[config.mk]
export PLATFORM = sky130hd
export DESIGN_NAME = stream_upsize_flat
export DESIGN_NICKNAME = d
export VERILOG_FILES = /design/src/rtl/stream_resize_pkg.sv /design/src/rtl/stream_upsize_if.sv /design/src/rtl/stream_upsize.sv /design/src/flat_wrapper.sv
export SDC_FILE = /design/constraint.sdc
export NUM_CORES = 1
export LEC_CHECK = 0
export BUFFER_PORTS_ARGS = -buffer_cell sky130_fd_sc_hd__buf_4
export CORE_AREA = 3 3 40 42
export CTS_CLUSTER_SIZE = 25
export DETAILED_ROUTE_END_ITERATION = 8
export DIE_AREA = 0 0 43 45
export SLEW_MARGIN = 30
export SYNTH_ARGS = -nofsm -noshare
export SYNTH_HDL_FRONTEND = slang
export SYNTH_SLANG_ARGS = --single-unit
[constraint.sdc]
create_clock -name clk -period 1.73 [get_ports clk]
set_clock_uncertainty 0.05 [all_clocks]
set_input_delay 0.173 -clock clk [delete_from_list [all_inputs] [get_ports clk]]
set_output_delay 0.173 -clock clk [all_outputs]
set_load 0.01 [all_outputs]
[src/rtl/stream_resize_pkg.sv]
// Shared helpers for the stream_resize family (upsize/downsize width converters).
// Lane masks and parameter legality checks used at elaboration and in datapaths.
package stream_resize_pkg;

    localparam int MAX_RATIO = 64;

    // Contiguous ones in lanes [count-1:0], zeros above.
    function automatic logic [MAX_RATIO-1:0] keep_mask(input int count);
        logic [MAX_RATIO-1:0] m;
        m = '0;
        for (int i = 0; i < MAX_RATIO; i++) begin
            m[i] = (i < count);
        end
        return m;
    endfunction

    function automatic bit ratio_ok(input int ratio);
        return (ratio >= 2) && (ratio <= MAX_RATIO);
    endfunction

endpackage

[src/rtl/stream_upsize_if.sv]
// Narrow slave stream in, wide master stream out; slave modport is the converter's view.
interface stream_upsize_if #(
    parameter int T_DATA_WIDTH = 1,
    parameter int T_DATA_RATIO = 2
);
    logic [T_DATA_WIDTH-1:0] s_data_i;
    logic                    s_last_i;
    logic                    s_valid_i;
    logic                    s_ready_o;
    logic [T_DATA_WIDTH-1:0] m_data_o [T_DATA_RATIO-1:0];
    logic [T_DATA_RATIO-1:0] m_keep_o;
    logic                    m_last_o;
    logic                    m_valid_o;
    logic                    m_ready_i;

    modport slave (
        input  s_data_i, s_last_i, s_valid_i, m_ready_i,
        output s_ready_o, m_data_o, m_keep_o, m_last_o, m_valid_o
    );

    modport master (
        output s_data_i, s_last_i, s_valid_i, m_ready_i,
        input  s_ready_o, m_data_o, m_keep_o, m_last_o, m_valid_o
    );
endinterface

[src/rtl/stream_upsize.sv]
// Packs T_DATA_RATIO narrow words (or a shorter packet tail) into one wide beat with lane keep.
// Latency 1 cycle; s_ready_o drops only while a completed beat waits behind a stalled output.
module stream_upsize
    import stream_resize_pkg::*;
#(
    parameter int T_DATA_WIDTH  = 1,
    parameter int T_DATA_RATIO  = 2,
    parameter int T_WIDTH_RATIO = $clog2(T_DATA_RATIO)
) (
    input  logic           clk,
    input  logic           rst,
    stream_upsize_if.slave bus
);

    if (!ratio_ok(T_DATA_RATIO)) begin : g_ratio_check
        $error("stream_upsize: T_DATA_RATIO must be in 2..%0d", MAX_RATIO);
    end

    logic [T_WIDTH_RATIO-1:0] idx_q, idx_d;
    logic [T_DATA_WIDTH-1:0]  acc_q [T_DATA_RATIO-1:0];
    logic [T_DATA_WIDTH-1:0]  acc_d [T_DATA_RATIO-1:0];
    logic                     pending_q, pending_d;
    logic                     pend_last_q, pend_last_d;
    logic [T_DATA_WIDTH-1:0]  m_data_q [T_DATA_RATIO-1:0];
    logic [T_DATA_WIDTH-1:0]  m_data_d [T_DATA_RATIO-1:0];
    logic [T_DATA_RATIO-1:0]  m_keep_q, m_keep_d;
    logic                     m_last_q, m_last_d;
    logic                     m_valid_q, m_valid_d;

    logic                     s_ready;
    logic                     s_xfer;
    logic                     out_free;
    logic                     beat_done;
    logic [T_DATA_RATIO-1:0]  cur_keep;

    assign s_ready = !pending_q && !rst;

    always_comb begin
        idx_d       = idx_q;
        acc_d       = acc_q;
        pending_d   = pending_q;
        pend_last_d = pend_last_q;
        m_data_d    = m_data_q;
        m_keep_d    = m_keep_q;
        m_last_d    = m_last_q;
        m_valid_d   = m_valid_q && !bus.m_ready_i;

        out_free  = !m_valid_q || bus.m_ready_i;
        s_xfer    = bus.s_valid_i && s_ready;
        beat_done = (idx_q == T_WIDTH_RATIO'(T_DATA_RATIO - 1)) || bus.s_last_i;
        // idx is held while pending, so the lane count of the trapped beat is still idx+1.
        cur_keep  = T_DATA_RATIO'(keep_mask(int'(idx_q) + 1));

        if (pending_q) begin
            if (out_free) begin
                m_data_d  = acc_q;
                m_keep_d  = cur_keep;
                m_last_d  = pend_last_q;
                m_valid_d = 1'b1;
                pending_d = 1'b0;
                idx_d     = '0;
                for (int k = 0; k < T_DATA_RATIO; k++) acc_d[k] = '0;
            end
        end else if (s_xfer) begin
            acc_d[idx_q] = bus.s_data_i;
            if (!beat_done) begin
                idx_d = idx_q + 1'b1;
            end else if (out_free) begin
                m_data_d  = acc_d;
                m_keep_d  = cur_keep;
                m_last_d  = bus.s_last_i;
                m_valid_d = 1'b1;
                idx_d     = '0;
                for (int k = 0; k < T_DATA_RATIO; k++) acc_d[k] = '0;
            end else begin
                pending_d   = 1'b1;
                pend_last_d = bus.s_last_i;
            end
        end
    end

    always_ff @(posedge clk) begin
        if (rst) begin
            idx_q       <= '0;
            pending_q   <= 1'b0;
            pend_last_q <= 1'b0;
            m_keep_q    <= '0;
            m_last_q    <= 1'b0;
            m_valid_q   <= 1'b0;
            for (int k = 0; k < T_DATA_RATIO; k++) begin
                acc_q[k]    <= '0;
                m_data_q[k] <= '0;
            end
        end else begin
            idx_q       <= idx_d;
            acc_q       <= acc_d;
            pending_q   <= pending_d;
            pend_last_q <= pend_last_d;
            m_data_q    <= m_data_d;
            m_keep_q    <= m_keep_d;
            m_last_q    <= m_last_d;
            m_valid_q   <= m_valid_d;
        end
    end

    assign bus.s_ready_o = s_ready;
    assign bus.m_data_o  = m_data_q;
    assign bus.m_keep_o  = m_keep_q;
    assign bus.m_last_o  = m_last_q;
    assign bus.m_valid_o = m_valid_q;

endmodule
[src/flat_wrapper.sv]
// flat-port wrapper written by rule: the top's interface ports become plain ports
module stream_upsize_flat import stream_resize_pkg::*;
#(
    parameter int T_DATA_WIDTH  = 1,
    parameter int T_DATA_RATIO  = 2,
    parameter int T_WIDTH_RATIO = $clog2(T_DATA_RATIO)
)
  (clk, rst, bus_s_data_i, bus_s_last_i, bus_s_valid_i, bus_m_ready_i, bus_s_ready_o, bus_m_data_o, bus_m_keep_o, bus_m_last_o, bus_m_valid_o);
  stream_upsize_if #(.T_DATA_WIDTH(T_DATA_WIDTH), .T_DATA_RATIO(T_DATA_RATIO)) bus_i ();
  input  logic clk;
  input  logic rst;
  input wire logic [$bits(bus_i.s_data_i)-1:0] bus_s_data_i;
  input wire logic [$bits(bus_i.s_last_i)-1:0] bus_s_last_i;
  input wire logic [$bits(bus_i.s_valid_i)-1:0] bus_s_valid_i;
  input wire logic [$bits(bus_i.m_ready_i)-1:0] bus_m_ready_i;
  output wire logic [$bits(bus_i.s_ready_o)-1:0] bus_s_ready_o;
  output wire logic [$bits(bus_i.m_data_o)-1:0] bus_m_data_o;
  output wire logic [$bits(bus_i.m_keep_o)-1:0] bus_m_keep_o;
  output wire logic [$bits(bus_i.m_last_o)-1:0] bus_m_last_o;
  output wire logic [$bits(bus_i.m_valid_o)-1:0] bus_m_valid_o;
  assign bus_i.s_data_i = bus_s_data_i;
  assign bus_i.s_last_i = bus_s_last_i;
  assign bus_i.s_valid_i = bus_s_valid_i;
  assign bus_i.m_ready_i = bus_m_ready_i;
  assign bus_s_ready_o = bus_i.s_ready_o;
  assign bus_m_data_o = {>>{bus_i.m_data_o}};
  assign bus_m_keep_o = bus_i.m_keep_o;
  assign bus_m_last_o = bus_i.m_last_o;
  assign bus_m_valid_o = bus_i.m_valid_o;
  stream_upsize #(.T_DATA_WIDTH(T_DATA_WIDTH), .T_DATA_RATIO(T_DATA_RATIO), .T_WIDTH_RATIO(T_WIDTH_RATIO)) u_core (.clk(clk), .rst(rst), .bus(bus_i));
endmodule
==> impl_metrics.tcl, run 1 <==
set metrics [dict create \
    die_area_um2 1935 \
    fillCellCount 133 \
    rrSetupSlack_ns 0.30 \
    p_leak_uw 0.0002680 \
    relSlewSlack_pct 75.02 \
    ys_types 25 \
    slew_violations 0 \
    synth-edff-count 0 \
    drt_iter0_markers 10 \
    hold-worst-slack_ns 0.07937 \
    vias 445 \
    ys_seq_area_share_pct 42.21 \
    drive_gt1_share_pct 33.33 \
    yosys_warnings 0 \
    core_um2 1285 \
    viasPerCell 5.298 \
    clockBufferDepth 2 \
    seq_area_um2 220.2 \
    ys.flop_type "dfxtp_1" \
    ios 13 \
    cp.arrival_ns 1.55 \
    area_growth_syn_to_layout_pct 22.30 \
    cts_buffers 3 \
    cts.clk_slew.worst_paths_ns 0.08 \
    io_buffers 12 \
    cts_tree "built" \
    ys_seq_elements 11 \
    crit_path_start_kind "register" \
    die_w_um 43 \
    drc 0 \
    root_buffer "clkbuf_4" \
    fin_nets 76 \
    antenna_found_initial 0 \
    path_max_fanout 10 \
    syn_area_um2 521.8 \
    syn_inst 56 \
    crit_type "reg2reg" \
    postCtsSetupBuffers 0 \
    synthArstFlopShare_pct 0 \
    peakVddDrop_v 0.0003815 \
    hold_path_class "in2reg" \
    die_h_um 45 \
    crit_family "simple AND/OR/NAND/NOR gates" \
    crit_chain "or3b_4 -> nor2_2 -> nand2_1 -> a32o_1" \
    wirelength_mm 1.029 \
    clock_latency_ns 0.27 \
    crit_buf_inv 0 \
    grt_pass1_wl_mm 1.890 \
    synth_nets 62 \
    end_kind "register" \
    cts_num_sinks 11 \
    crit_slowest_cell "or3b_4" \
    post-dp-hpwl_um 741.5 \
    ctsResizeCount 0 \
    multiInputGateArea_um2 262.8 \
    overflow 0 \
    worst_pin_slew_ns 0.3747 \
    status "finished clean" \
    grt_pass1_vias 429 \
    antenna_cells 0 \
    setup_viol 0 \
    fin_crit_sh_pct 82.52 \
    gp_congestion 0.7776 \
    htree_levels 1 \
    fmax_ghz 0.7005 \
    antenna_left 0 \
    fin_setup_tns_ns 0 \
    fin_crit_ns 1.428 \
    power_density_nw_per_um2 821.7 \
    grt_use_total_pct 13.55 \
    max_stage_delay_ns 0.44 \
    dr.pass1.iters 4 \
    maxCapViolCount 0 \
    cts_hold_buf 0 \
    wl_per_cell_um 12.25 \
    rows 13 \
    initial_utilization_pct 40.60 \
    grt_max_degree 13 \
    hold_viol 0 \
    required_ns 1.85 \
    rsz0062_at_grt "no" \
    syn_area_per_cell_um2 9.317 \
]
-- cell families after synthesis --
family / Yosys count / share of synthesized area (%)
AOI/OAI and AO/OA: 19 / 24.70
and+or+nand+nor: 15 / 15.59
DFF: 11 / 42.21
buffers and inverters: 6 / 7.433
muxes: 5 / 10.07
-- layer usage --
metal,GRT usage [%],vias up,routed length (um)
met5,0,-,0
met4,9.036,0,12
met3,5.179,2,61
met2,20.36,12,447
met1,16.10,198,508
li1,-,233,-
-- synthesized netlist by cell type, drive strengths merged, types with 2 or more instances --
library cell  count  area share, %
dfxtp            11             42
clkbuf            2            1.4
a311oi            3            5.0
nor2              7            5.5
mux2i             3            5.8
a21oi             8            7.7
nand2             2            1.4
a22oi             2            2.9
buf               3            5.3
mux2              2            4.3
-- where the power goes --
part | total [uW] | switching [uW] | internal (uW)
logic | 78.6 | 37.8 | 40.8
registers | 268 | 4.94 | 263
clock network | 178 | 92.3 | 85.6
-- cell type report --
class	instances	share of cell area, %
Inverter	1	0.5882
Tap cell	15	2.941
Timing Repair Buffer	14	16.47
Clock inverter	1	0.7843
Clock buffer	3	3.529
Sequential cell	11	34.51
Multi-Input combinational cell	39	41.18
-- path summary, 6_finish.rpt --
check                                                          from                                   to  cells past startpoint
worst min register to register  u_core.bus.m_keep_o[0]$_SDFFE_PP0P_  u_core.bus.m_keep_o[0]$_SDFFE_PP0P_                      2
worst max register to register          u_core.pending_q$_SDFF_PP0_      u_core.pend_last_q$_SDFFE_PP0P_                      4
worst max-delay path                    u_core.pending_q$_SDFF_PP0_      u_core.pend_last_q$_SDFFE_PP0P_                      4
worst min-delay path                                   bus_s_last_i      u_core.pend_last_q$_SDFFE_PP0P_                      2
-- per-stage QoR --
step           setup WS, ns  total power [uW]  instance area [um^2]  utilization [%]  cells
2_1_floorplan        0.3506             324.7                 521.8                -     56
5_1_grt              0.1677             559.8                 638.1            49.66     84
3_3_place_gp         0.3354             351.9                 610.6            47.52     80
3_5_place_dp         0.3240             352.9                 610.6            47.52     80
6_report             0.3024             524.3                 638.1            49.66     84
4_1_cts              0.2980             535.5                 638.1            49.66     84
-- cell usage in the layout, fill, tap and decap left out, drive strengths merged --
| cell type | instances |
|---|---|
| a21boi | 1 |
| a21oi | 8 |
| a22oi | 2 |
| a311oi | 3 |
| a31o | 1 |
| a31oi | 1 |
| a32o | 1 |
| a41o | 1 |
| buf | 14 |
| clkbuf | 3 |
| clkinv | 1 |
| dfxtp | 11 |
| inv | 1 |
| mux2 | 2 |
| mux2i | 3 |
| nand2 | 2 |
| nand2b | 1 |
| nor2 | 7 |
| nor2b | 1 |
| nor3 | 1 |
| nor3b | 1 |
| o21ai | 1 |
| or2 | 1 |
| or3b | 1 |
-- state kept, by name (all words and copies together) (netlist names) --
name and flops:
u_core.acc_q 2, u_core.bus.m_data_o 2, u_core.bus.m_keep_o 2, u_core.bus.m_last_o 1, u_core.bus.m_valid_o 1, u_core.idx_q 1
u_core.pend_last_q 1, u_core.pending_q 1
(Power assumes the default switching activity.)
==> inputs of run 2 (changes only) <==
==> constraint.sdc (replaced) <==
create_clock -name clk -period 1.4 [get_ports clk]
set_clock_uncertainty 0.05 [all_clocks]
set_input_delay 0.14 -clock clk [delete_from_list [all_inputs] [get_ports clk]]
set_output_delay 0.14 -clock clk [all_outputs]
set_load 0.01 [all_outputs]
==> run 2 against run 1 <==
Against the previous run: sequential share of layout area shrank 2.0 points; first-iteration DRC count down 20%; wire length is 0.87% higher; register-to-register slack worse by 0.19 ns; critical path depth stayed put; power increased by 23%; via count rose by 5.6%; global-route usage down 1.3 points; core utilization up 3.0 points; clock-buffer cell count up 1; setup slack worse by 0.19 ns; maximum frequency is 11% higher; critical endpoint unchanged; highest routed layer unchanged.
==> impl_metrics.tcl, run 2 (synthesis results as in run 1) <==
set metrics [dict create \
    antenna_left 0 \
    cp.arrival_ns 1.40 \
    area_growth_syn_to_layout_pct 29.74 \
    maxCapViolCount 0 \
    final_cell_mix "buf_4 (19), dfxtp_1 (11), a21oi_1 (8), nor2_1 (6)" \
    fin_setup_tns_ns 0 \
    wirelength_mm 1.038 \
    cts_hold_buf 0 \
    drive_gt1_share_pct 37.84 \
    gp_congestion 0.8036 \
    hold_path_class "in2reg" \
    final_cells 89 \
    path_max_fanout 3 \
    min_from "rst" \
    fin_crit_sh_pct 92.25 \
    root_buffer "clkbuf_4" \
    power_density_nw_per_um2 955.5 \
    cts.clk_slew.worst_paths_ns 0.07 \
    slew_violations 0 \
    fillCellCount 129 \
    cts_num_sinks 11 \
    p_leak_uw 0.0002906 \
    rr_worst_depth 4 \
    wl_per_cell_um 11.66 \
    die_h_um 45 \
    rrSetupSlack_ns 0.11 \
    peakVddDrop_v 0.0007387 \
    power_uw 646.7 \
    rows 13 \
    min_to "u_core.bus.m_last_o$_SDFFE_PP0P_" \
    grt_use_total_pct 12.25 \
    end_kind "register" \
    min_delay_path_depth 2 \
    relSlewSlack_pct 81.32 \
    grt_pass1_vias 391 \
    die_area_um2 1935 \
    drt_iter0_markers 8 \
    dr.pass1.iters 4 \
    overflow 0 \
    fmax_ghz 0.7743 \
    ios 13 \
    r2r-start "u_core.pending_q$_SDFF_PP0_" \
    cts_buffers 3 \
    hold_viol 0 \
    setup_viol 0 \
    fin_area_um2 676.9 \
    rr_endpoint "u_core.pend_last_q$_SDFFE_PP0P_" \
    drc 0 \
    status "finished clean" \
    htree_levels 1 \
    required_ns 1.51 \
    grt_pass1_wl_mm 1.704 \
    antenna_cells 0 \
    die_w_um 43 \
    dpl-instance-area_um2 648.1 \
    placed_cells 85 \
    clock_latency_ns 0.27 \
    rsz0062_at_grt "no" \
    viasPerCell 5.281 \
    vias 470 \
    crit_path_start_kind "register" \
    worst_pin_slew_ns 0.2777 \
    fin_nets 81 \
    clockBufferDepth 2 \
    core_um2 1285 \
    post-dp-hpwl_um 800.1 \
    crit_type "reg2reg" \
    io_buffers 12 \
    layout_commonest_cell "buf_4" \
    initial_utilization_pct 40.60 \
    grt_max_degree 11 \
    antenna_found_initial 0 \
    fin_crit_ns 1.292 \
    cts_tree "built" \
]
==> run 2: how the worst max path moves through the flow <==
| stage | from | to | depth (start not counted) |
|---|---|---|---|
| global route | u_core.idx_q$_SDFFE_PP0P_ | u_core.bus.m_data_o[1]$_SDFFE_PP0P_ | 4 |
| finish | u_core.pending_q$_SDFF_PP0_ | u_core.pend_last_q$_SDFFE_PP0P_ | 4 |
| CTS | u_core.pending_q$_SDFF_PP0_ | u_core.acc_q[1]$_SDFFE_PP0P_ | 4 |
| detailed placement | u_core.pending_q$_SDFF_PP0_ | u_core.acc_q[1]$_SDFFE_PP0P_ | 4 |
| global placement | u_core.pending_q$_SDFF_PP0_ | u_core.acc_q[1]$_SDFFE_PP0P_ | 4 |
| floorplan | u_core.pending_q$_SDFF_PP0_ | u_core.pend_last_q$_SDFFE_PP0P_ | 5 |
==> run 2: final cells by class <==
cell class                      instances  area, um^2  area share [%]
Multi-Input combinational cell         39       265.3           39.19
Inverter                                1       3.754          0.5545
Sequential cell                        11       220.2           32.53
Tap cell                               15       18.77           2.773
Timing Repair Buffer                   19       142.6           21.07
Clock buffer                            4       26.28           3.882
==> run 2: repair_timing <==
action | 4_1_cts | 5_1_grt
endpoints found under the setup margin | 0 | 1
setup buffers | 0 | 0
gates resized for setup | 0 | 1
==> run 2: routing by layer <==
layer  part of all wire (%)  vias up  GRT usage, %
li1                       -      241             -
met1                     46      212         14.73
met2                     44       15         17.96
met3                    9.7        2         7.968
met4                   0.87        0         3.614
met5                      0        -             0
==> run 2: power by group <==
part	switching (uW)	internal (uW)	leakage, uW	total (uW)
Combinational	47.6	55.5	0.000186	103
Sequential	6.43	325	0.0000895	331
Clock	102	110	0.0000150	212
Total	156	491	0.000291	647
==> run 2: worst max-delay path, cell delays in order, from the launching register on <==
cell and delay [ns]:
dfxtp_1 0.32, or3b_4 0.41, nor2_2 0.11, nand2_1 0.06, a32o_1 0.24
==> run 2: through the flow <==
stage	utilization (%)	worst slack (ns)	hold WS, ns
3_3_place_gp	50.44	0.09285	0.3236
3_5_place_dp	50.44	0.1018	0.3275
5_1_grt	52.68	0.001674	0.03993
4_1_cts	52.48	0.09058	0.03356
2_1_floorplan	-	0.02061	0.2158
6_report	52.68	0.1085	0.04861
==> inputs of run 3 (changes only) <==
--- a/config.mk
+++ b/config.mk
@@ -10,6 +10,8 @@
 export CTS_CLUSTER_SIZE = 25
 export DETAILED_ROUTE_END_ITERATION = 8
 export DIE_AREA = 0 0 43 45
+export MAX_ROUTING_LAYER = met4
+export PLACE_DENSITY = 0.58
 export SLEW_MARGIN = 30
 export SYNTH_ARGS = -nofsm -noshare
 export SYNTH_HDL_FRONTEND = slang
==> run 3 against run 2 <==
Against the previous run: register-to-register slack about the same; setup slack worse by 0.0047 ns; design area decreased by 3.5%; non-clock buffer count fell by 3; sequential share of layout area is 1.2 points higher; global-route usage increased by 1.8 points; clock-buffer cell count fell by 1; combinational power hardly changed; critical path depth stayed put; critical path type unchanged; critical endpoint unchanged; largest power group unchanged.
==> impl_metrics.tcl, run 3 (synthesis results as in run 1) <==
set metrics [dict create \
    wirelength_mm 1.087 \
    wl_per_cell_um 12.64 \
    end_kind "register" \
    slew_violations 0 \
    path_max_fanout 3 \
    clockBufferDepth 2 \
    drc 0 \
    hold_path_class "in2reg" \
    grt_pass1_wl_mm 1.883 \
    p_switching_uw 163.7 \
    rrSetupSlack_ns 0.10 \
    status "finished clean" \
    fin_setup_tns_ns 0 \
    area_growth_syn_to_layout_pct 25.18 \
    p_int_uw 483.3 \
    setup_viol 0 \
    core_um2 1285 \
    final_cell_mix "buf_4 (16), dfxtp_1 (11), a21oi_1 (8), nor2_1 (6)" \
    gp_congestion 0.7741 \
    overflow 0 \
    crit_path_start_kind "register" \
    dr.pass1.iters 4 \
    grt_use_total_pct 14.02 \
    utilization_pct 50.83 \
    power_frac_seq_pct 51.2 \
    antenna_found_initial 0 \
    io_buffers 12 \
    switching_share_pct 25.30 \
    rsz0062_at_grt "no" \
    maxCapViolCount 0 \
    required_ns 1.52 \
    vias 445 \
    cp.arrival_ns 1.41 \
    initial_utilization_pct 40.60 \
    clkPwrFrac_pct 33.3 \
    cts_hold_buf 0 \
    fin_area_um2 653.1 \
    die_h_um 45 \
    hold_viol 0 \
    power_uw 647.0 \
    antenna_left 0 \
    post-dp-hpwl_um 795.7 \
    peakVddDrop_v 0.0004428 \
    ios 13 \
    rows 13 \
    viasPerCell 5.174 \
    htree_levels 1 \
    cts_num_sinks 11 \
    die_w_um 43 \
    dpl-instance-area_um2 625.6 \
    grt_pass1_vias 425 \
    crit_type "reg2reg" \
    relSlewSlack_pct 76.53 \
    drive_gt1_share_pct 36.62 \
    fmax_ghz 0.7714 \
    p_comb_share_pct 15.5 \
    fin_nets 78 \
    cts.clk_slew.worst_paths_ns 0.08 \
    worst_pin_slew_ns 0.3521 \
    antenna_cells 0 \
    cts_tree "built" \
    drt_iter0_markers 8 \
    fin_crit_ns 1.296 \
    layout_commonest_cell "buf_4" \
    grt_max_degree 13 \
    root_buffer "clkbuf_4" \
    clock_latency_ns 0.27 \
    die_area_um2 1935 \
    cts_buffers 3 \
    fin_crit_sh_pct 92.59 \
    power_density_nw_per_um2 990.7 \
    p_leak_uw 0.0002792 \
]
run 3: final timing paths:
check                           cells past startpoint                                start                             endpoint
worst min register to register                      2  u_core.bus.m_keep_o[0]$_SDFFE_PP0P_  u_core.bus.m_keep_o[0]$_SDFFE_PP0P_
worst min-delay path                                2                         bus_s_last_i      u_core.pend_last_q$_SDFFE_PP0P_
worst max register to register                      4          u_core.pending_q$_SDFF_PP0_      u_core.pend_last_q$_SDFFE_PP0P_
worst max-delay path                                4          u_core.pending_q$_SDFF_PP0_      u_core.pend_last_q$_SDFFE_PP0P_
run 3: power groups by stage:
stage | sequential, uW | clock [uW] | combinational (uW)
detailed placement | 339 | 0 | 100
floorplan | 342 | 0 | 59.3
global placement | 338 | 0 | 100
finish | 331 | 215 | 100
CTS | 331 | 228 | 100
global route | 333 | 250 | 112
run 3: cell type report:
cell class	count	area [um^2]
clock inverter	1	5.005
multi-input combinational	39	262.8
tap	15	18.77
sequential	11	220.2
fill	131	631.9
timing repair buffer	16	120.1
inverter	1	3.754
clock buffer	3	22.52
run 3: critical path, cell delays in order (launching register included):
cell     delay [ns]
dfxtp_1        0.31
or3b_4         0.40
nor2_2         0.12
nand2_1        0.07
a32o_1         0.24
run 3: routing by layer:
layer  vias up  part of all wire (%)  global-route usage [%]
met3         2                   4.5                   3.586
li1        235                     -                       -
met4         0                  0.92                   10.84
met1       201                    48                   17.48
met5         -                     0                       -
met2         7                    46                   19.16
run 3: stage by stage:
stage	setup WS (ns)	std cells	hold WS, ns
6_report	0.1037	86	0.04845
5_1_grt	0.0005203	86	0.04368
4_1_cts	0.09336	86	0.03991
3_5_place_dp	0.1069	82	0.3298
3_3_place_gp	0.09951	82	0.3266
2_1_floorplan	0.02061	56	0.2158
run 3: repair_timing:
item | CTS | global route
hold endpoints to repair | 0 | 0
resized for setup | 0 | 2
buffers inserted | 0 | 0
setup endpoints to repair | 0 | 2
